[src/rtl/ibex_mem_port_arbiter.sv]
// ibex_mem_port_arbiter
// Shares one single-ported RAM between the Ibex instruction and data ports.
// Data wins by default. An instruction request that has watched MaxDataStreak
// data grants go by takes the next slot. A request that has been forwarded but
// not granted stays locked until it is granted or its owner withdraws it.
// Read data comes back exactly one cycle after the grant and is steered to the
// requester that was granted.
module ibex_mem_port_arbiter #(
    parameter int AddrWidth     = 15,
    parameter int DataWidth     = 32,
    parameter int MaxDataStreak = 4
) (
    input  logic                 clk_i,
    input  logic                 rst_i,

    input  logic                 instr_req_i,
    output logic                 instr_gnt_o,
    input  logic [AddrWidth-1:0] instr_addr_i,
    input  logic [DataWidth-1:0] instr_wdata_i,
    input  logic [DataWidth-1:0] instr_strb_i,
    input  logic                 instr_we_i,
    output logic                 instr_rvalid_o,
    output logic [DataWidth-1:0] instr_rdata_o,

    input  logic                 data_req_i,
    output logic                 data_gnt_o,
    input  logic [AddrWidth-1:0] data_addr_i,
    input  logic [DataWidth-1:0] data_wdata_i,
    input  logic [DataWidth-1:0] data_strb_i,
    input  logic                 data_we_i,
    output logic                 data_rvalid_o,
    output logic [DataWidth-1:0] data_rdata_o,

    output logic                 mem_req_o,
    input  logic                 mem_gnt_i,
    output logic [AddrWidth-1:0] mem_addr_o,
    output logic [DataWidth-1:0] mem_wdata_o,
    output logic [DataWidth-1:0] mem_strb_o,
    output logic                 mem_we_o,
    input  logic [DataWidth-1:0] mem_rdata_i
);

    // Port index: 0 = instruction side, 1 = data side.
    localparam logic       SEL_INSTR  = 1'b0;
    localparam logic       SEL_DATA   = 1'b1;
    localparam logic [7:0] STREAK_MAX = 8'(MaxDataStreak);

    typedef struct packed {
        logic                 req;
        logic [AddrWidth-1:0] addr;
        logic [DataWidth-1:0] wdata;
        logic [DataWidth-1:0] strb;
        logic                 we;
    } port_req_t;

    port_req_t [1:0] port;
    port_req_t       fwd;

    logic       lock_q;
    logic       lock_owner_q;
    logic [7:0] streak_q;
    logic       rsp_valid_q;
    logic       rsp_owner_q;

    logic       lock_hold;
    logic       sel;
    logic       req_fwd;
    logic       gnt;

    assign port[SEL_INSTR] = {instr_req_i, instr_addr_i, instr_wdata_i, instr_strb_i, instr_we_i};
    assign port[SEL_DATA]  = {data_req_i,  data_addr_i,  data_wdata_i,  data_strb_i,  data_we_i};

    // Pick a requester. The lock only holds while its owner still requests,
    // so a withdrawn request hands the port over in the same cycle.
    always_comb begin
        lock_hold = lock_q & port[lock_owner_q].req;
        sel       = SEL_INSTR;
        if (lock_hold) begin
            sel = lock_owner_q;
        end else if (instr_req_i && data_req_i) begin
            sel = (streak_q == STREAK_MAX) ? SEL_INSTR : SEL_DATA;
        end else begin
            sel = data_req_i;
        end
    end

    // Forward the selected request; everything is zero when nothing is forwarded
    // or while reset is asserted.
    always_comb begin
        req_fwd = port[sel].req & ~rst_i;
        fwd     = req_fwd ? port[sel] : '0;
        gnt     = mem_gnt_i & req_fwd;
    end

    assign mem_req_o   = fwd.req;
    assign mem_addr_o  = fwd.addr;
    assign mem_wdata_o = fwd.wdata;
    assign mem_strb_o  = fwd.strb;
    assign mem_we_o    = fwd.we;

    assign instr_gnt_o = gnt & (sel == SEL_INSTR);
    assign data_gnt_o  = gnt & (sel == SEL_DATA);

    // Steer the one-cycle-late RAM read data to the side granted last cycle.
    assign instr_rvalid_o = rsp_valid_q & (rsp_owner_q == SEL_INSTR);
    assign data_rvalid_o  = rsp_valid_q & (rsp_owner_q == SEL_DATA);
    assign instr_rdata_o  = instr_rvalid_o ? mem_rdata_i : '0;
    assign data_rdata_o   = data_rvalid_o  ? mem_rdata_i : '0;

    // Lock, anti-starvation streak and response tracking.
    always_ff @(posedge clk_i or posedge rst_i) begin
        if (rst_i) begin
            lock_q       <= 1'b0;
            lock_owner_q <= 1'b0;
            streak_q     <= '0;
            rsp_valid_q  <= 1'b0;
            rsp_owner_q  <= 1'b0;
        end else begin
            if (req_fwd && !mem_gnt_i) begin
                lock_q       <= 1'b1;
                lock_owner_q <= sel;
            end else begin
                lock_q <= 1'b0;
            end

            if (gnt && (sel == SEL_DATA) && instr_req_i) begin
                streak_q <= (streak_q == STREAK_MAX) ? STREAK_MAX : streak_q + 8'd1;
            end else if ((gnt && (sel == SEL_INSTR)) || !instr_req_i) begin
                streak_q <= '0;
            end

            rsp_valid_q <= gnt;
            rsp_owner_q <= sel;
        end
    end

endmodule

[config.mk]
export PLATFORM = sky130hd
export DESIGN_NAME = ibex_mem_port_arbiter
export DESIGN_NICKNAME = d
export VERILOG_FILES = /design/src/rtl/ibex_mem_port_arbiter.sv
export SDC_FILE = /design/constraint.sdc
export NUM_CORES = 1
export LEC_CHECK = 0
export ABC_AREA = 0
export CAP_MARGIN = 20
export CELL_PAD_IN_SITES_DETAIL_PLACEMENT = 0
export CELL_PAD_IN_SITES_GLOBAL_PLACEMENT = 1
export CORE_AREA = 4 4 132 134
export CTS_CLUSTER_DIAMETER = 60
export DETAILED_ROUTE_END_ITERATION = 12
export DIE_AREA = 0 0 136 138
export PLACE_DENSITY = 0.94
export REMOVE_ABC_BUFFERS = 1
export SLEW_MARGIN = 20
export SYNTH_ARGS = -nofsm -noshare
export SYNTH_HDL_FRONTEND = slang
export SYNTH_SLANG_ARGS = --single-unit
[constraint.sdc]
create_clock -name clk_i -period 6.19 [get_ports clk_i]
set_input_delay 0.9285 -clock clk_i [delete_from_list [all_inputs] [get_ports clk_i]]
set_output_delay 0.9285 -clock clk_i [all_outputs]
set_load 0.01 [all_outputs]
==> metrics.md <==
| Metric | Value |
|---|---|
| Status | `completed` |
| Post-route cell area | `approximately 0.0057 mm2` |
| Global route overflow | `0` |
| FILL cells | `1702` |
| Cells after synthesis | `~250` |
| Layout Area Growth over Synthesis | `187%` |
| Final Routed Wirelength | `about 15 mm` |
| Fmax | `between 200 and 250 MHz` |
| Gr usage total | `about 15%` |
| 1st-iter DRT viols | `between 150 and 200` |
| Clock root cell | `clkbuf_16` |
| Initial Util | `between 10 and 15%` |
| Most frequent cells after synthesis | `a22o_1, and3_1, and2_1, clkbuf_1, dfrtp_1` |
| Synth top area cells | `a22o_1, dfrtp_1, and3_1` |
| Total CTS buffers | `3` |
| Clock Skew | `between 0.001 and 0.0015 ns` |
| Setup violations, final | `0` |
| Setup TNS | `0 ns` |
| Count leader, synth | `a22o_1` |
| Slew HR | `a little under two fifths` |
| Post-synth top area cell | `a22o_1` |
| Crit path max-delay cell type | `buf_4` |
| Critical path arrival | `between 3 and 4 ns` |
| Nets | `771` |
| Fin crit period | `between 4 and 5 ns` |
| DR DRC count | `0` |
| Routed via count | `around 3300` |
| Distinct cells, synth | `39` |
| Die ar. | `around 0.019 mm2` |
| First-pass GRT wire length | `between 20 and 25 mm` |
| CP cell instances | `clkdlybuf4s50_1, inv_1, a311o_1, a21oi_4, buf_4, a22o_1, clkdlybuf4s50_1` |
| Sequential-to-total area share from yosys stat | `15.2%` |
| Synth Cell Area | `~0.002 mm2` |
| CTS tree | `yes` |
| RD Place Congestion | `0.854` |
| Die Width | `~140 um` |
| CTS resizes | `0` |
| Top cell type's share of synthesized area | `a little over a third` |
| CP max stage delay | `0.64 ns` |
| Post-CTS Hold Buffers | `0` |
| #FFs+latches synth | `12` |
| Avg Inst Size Synth | `7.94 um2` |
| Via density per instance | `between 4 and 5` |
| Top_reg_cell synth | `dfrtp_1` |
| Initial antenna violation count | `1` |
| Power density cells | `102 mW/mm2` |
| Crit end category | `output port` |
| Kind of critical path | `primary input to output port` |
| Final Max Tran Viols | `0` |
| Core outline area | `0.0163 mm2` |
| Die height | `between 100 and 150 um` |
| DP HPWL | `12.5 mm` |
| Synth warnings | `0` |
| Pleak | `about 2.2 nW` |
| Clock Sinks | `12` |
| CP max FO | `79` |
| Drt pass-1 iters | `4` |
| Area post-placement | `0.00556 mm2` |
| Hold Crit Class | `flip-flop to flip-flop` |
| Crit path launch type | `primary input` |
| Antenna Nets Post-Route | `0` |
| Async set-reset flop share out of synthesis | `between 90% and 100%` |
| Row count | `47` |
| Final Cycle Share | `between 70 and 80%` |
| Clock transition at path regs | `0.04 ns` |
| Crit path buf inv count | `4` |
| Req. time, crit path | `about 5.3 ns` |
| VDD IR-drop max | `around 0.10 mV` |
| IO Count | `roughly 350` |
| Post-CTS setup buffers | `0` |
| Layout cells sized above 1 | `roughly 2.3%` |
| IO buf count | `about 350` |
| Pin count of the biggest net entering global routing | `80` |
| CP top delay family | `buffers and inverters` |
| Max_cap viols | `0` |
| H-tree depth | `1` |
| Avg WL per Cell | `between 15 and 20 um` |
| CP most frequent cell | `clkdlybuf4s50_1` |
| Post-synth EDFFs | `0` |
| Worst skew pair latency | `between 0.2 and 0.25 ns` |
| RSZ-0062 raised after global routing | `false` |
| Final Hold Viols | `0` |
| Number of global-route vias before repair | `3264` |
| Slew @ Worst Pin | `approximately 0.94 ns` |
| Clock Path Buffers | `2` |
## final timing paths
| path | startpoint | endpoint | slack [ns] | cells past startpoint |
|---|---|---|---|---|
| hold / removal | streak_q[7] | streak_q[7] | 0.50 | 1 |
| min in group asynchronous | rst_i | streak_q[1] | 1.18 | 2 |
| max in group asynchronous | rst_i | streak_q[7] | 4.65 | 2 |
| hold reg to reg | streak_q[7] | streak_q[7] | 0.50 | 1 |
| setup / recovery | data_req_i | mem_strb_o[25] | 1.58 | 7 |
| setup reg to reg | streak_q[0] | streak_q[7] | 4.27 | 6 |
## cells by family after synthesis
logic type,share of synthesized area (%)
AO/OA/AOI/OAI,44.9
AND/OR/NAND/NOR,29.4
buffers and inverters,9.21
flip-flops,15.2
adder cells (fa/ha/maj),1.27
## power breakdown
| part | internal, mW | switching, mW | leakage, nW |
|---|---|---|---|
| clock network | 0.0976 | 0.0350 | 0.0442 |
| registers | 0.0813 | 0.00575 | 0.160 |
| logic | 0.231 | 0.124 | 2.03 |
| total | 0.410 | 0.165 | 2.24 |
## cell usage in the layout (no fill, tap or decap), types with 2 or more instances in the layout
cell type          n
clkbuf_16          3
a31oi_1            3
nand3_1            3
a211oi_1           2
a21oi_1            4
ha_1               2
nand2_1           10
clkdlybuf4s50_1  345
buf_4              2
a22o_1            79
and2_1            33
dfrtp_1           12
and3_1            37
nor2b_1            2
nor2_1             4
inv_1              8
## per-stage QoR
step	power (mW)	worst slack (ns)	utilization (%)	hold WS [ns]	cells
2_1_floorplan	0.188	2.49	-	0.454	220
3_3_place_gp	0.444	1.54	34.2	0.480	787
3_5_place_dp	0.443	1.51	34.2	0.501	787
4_1_cts	0.580	1.48	34.7	0.509	791
5_1_grt	0.604	1.29	34.7	0.523	792
6_report	0.575	1.58	34.7	0.503	792
## routing by layer
metal / routed length [um] / GRT usage, % / vias to the layer above
li1: - / - / 1609
met2: 7610 / 25.7 / 139
met1: 5900 / 17.9 / 1522
met4: 119 / 2.44 / 0
met5: 0 / 0 / -
met3: 1270 / 3.63 / 10
## final cells by class
type / instances / area (um2) / area share [%]
antenna: 1 / 2.50 / 0.0442
sequential: 12 / 300 / 5.31
clock buffer: 4 / 88.8 / 1.57
inverter: 8 / 30.0 / 0.531
timing repair buffer: 347 / 3470 / 61.3
multi-input combinational: 200 / 1490 / 26.3
tap: 220 / 275 / 4.87
## worst reg2reg max path: cells and delay by family (launching register included)
family          cells  cell delay (ns)
fa+ha+maj           1             0.19
compound gates      3             1.02
flops               1             0.38
simple gates        1             0.16
buf+inv             1             0.07
## registers in the layout, summed over array words and instances (netlist names)
| name | count |
|---|---|
| rsp_valid_q | 1 |
| streak_q | 8 |
| rsp_owner_q | 1 |
| lock_owner_q | 1 |
| lock_q | 1 |
Note: power is estimated with default switching activity, not from simulation.
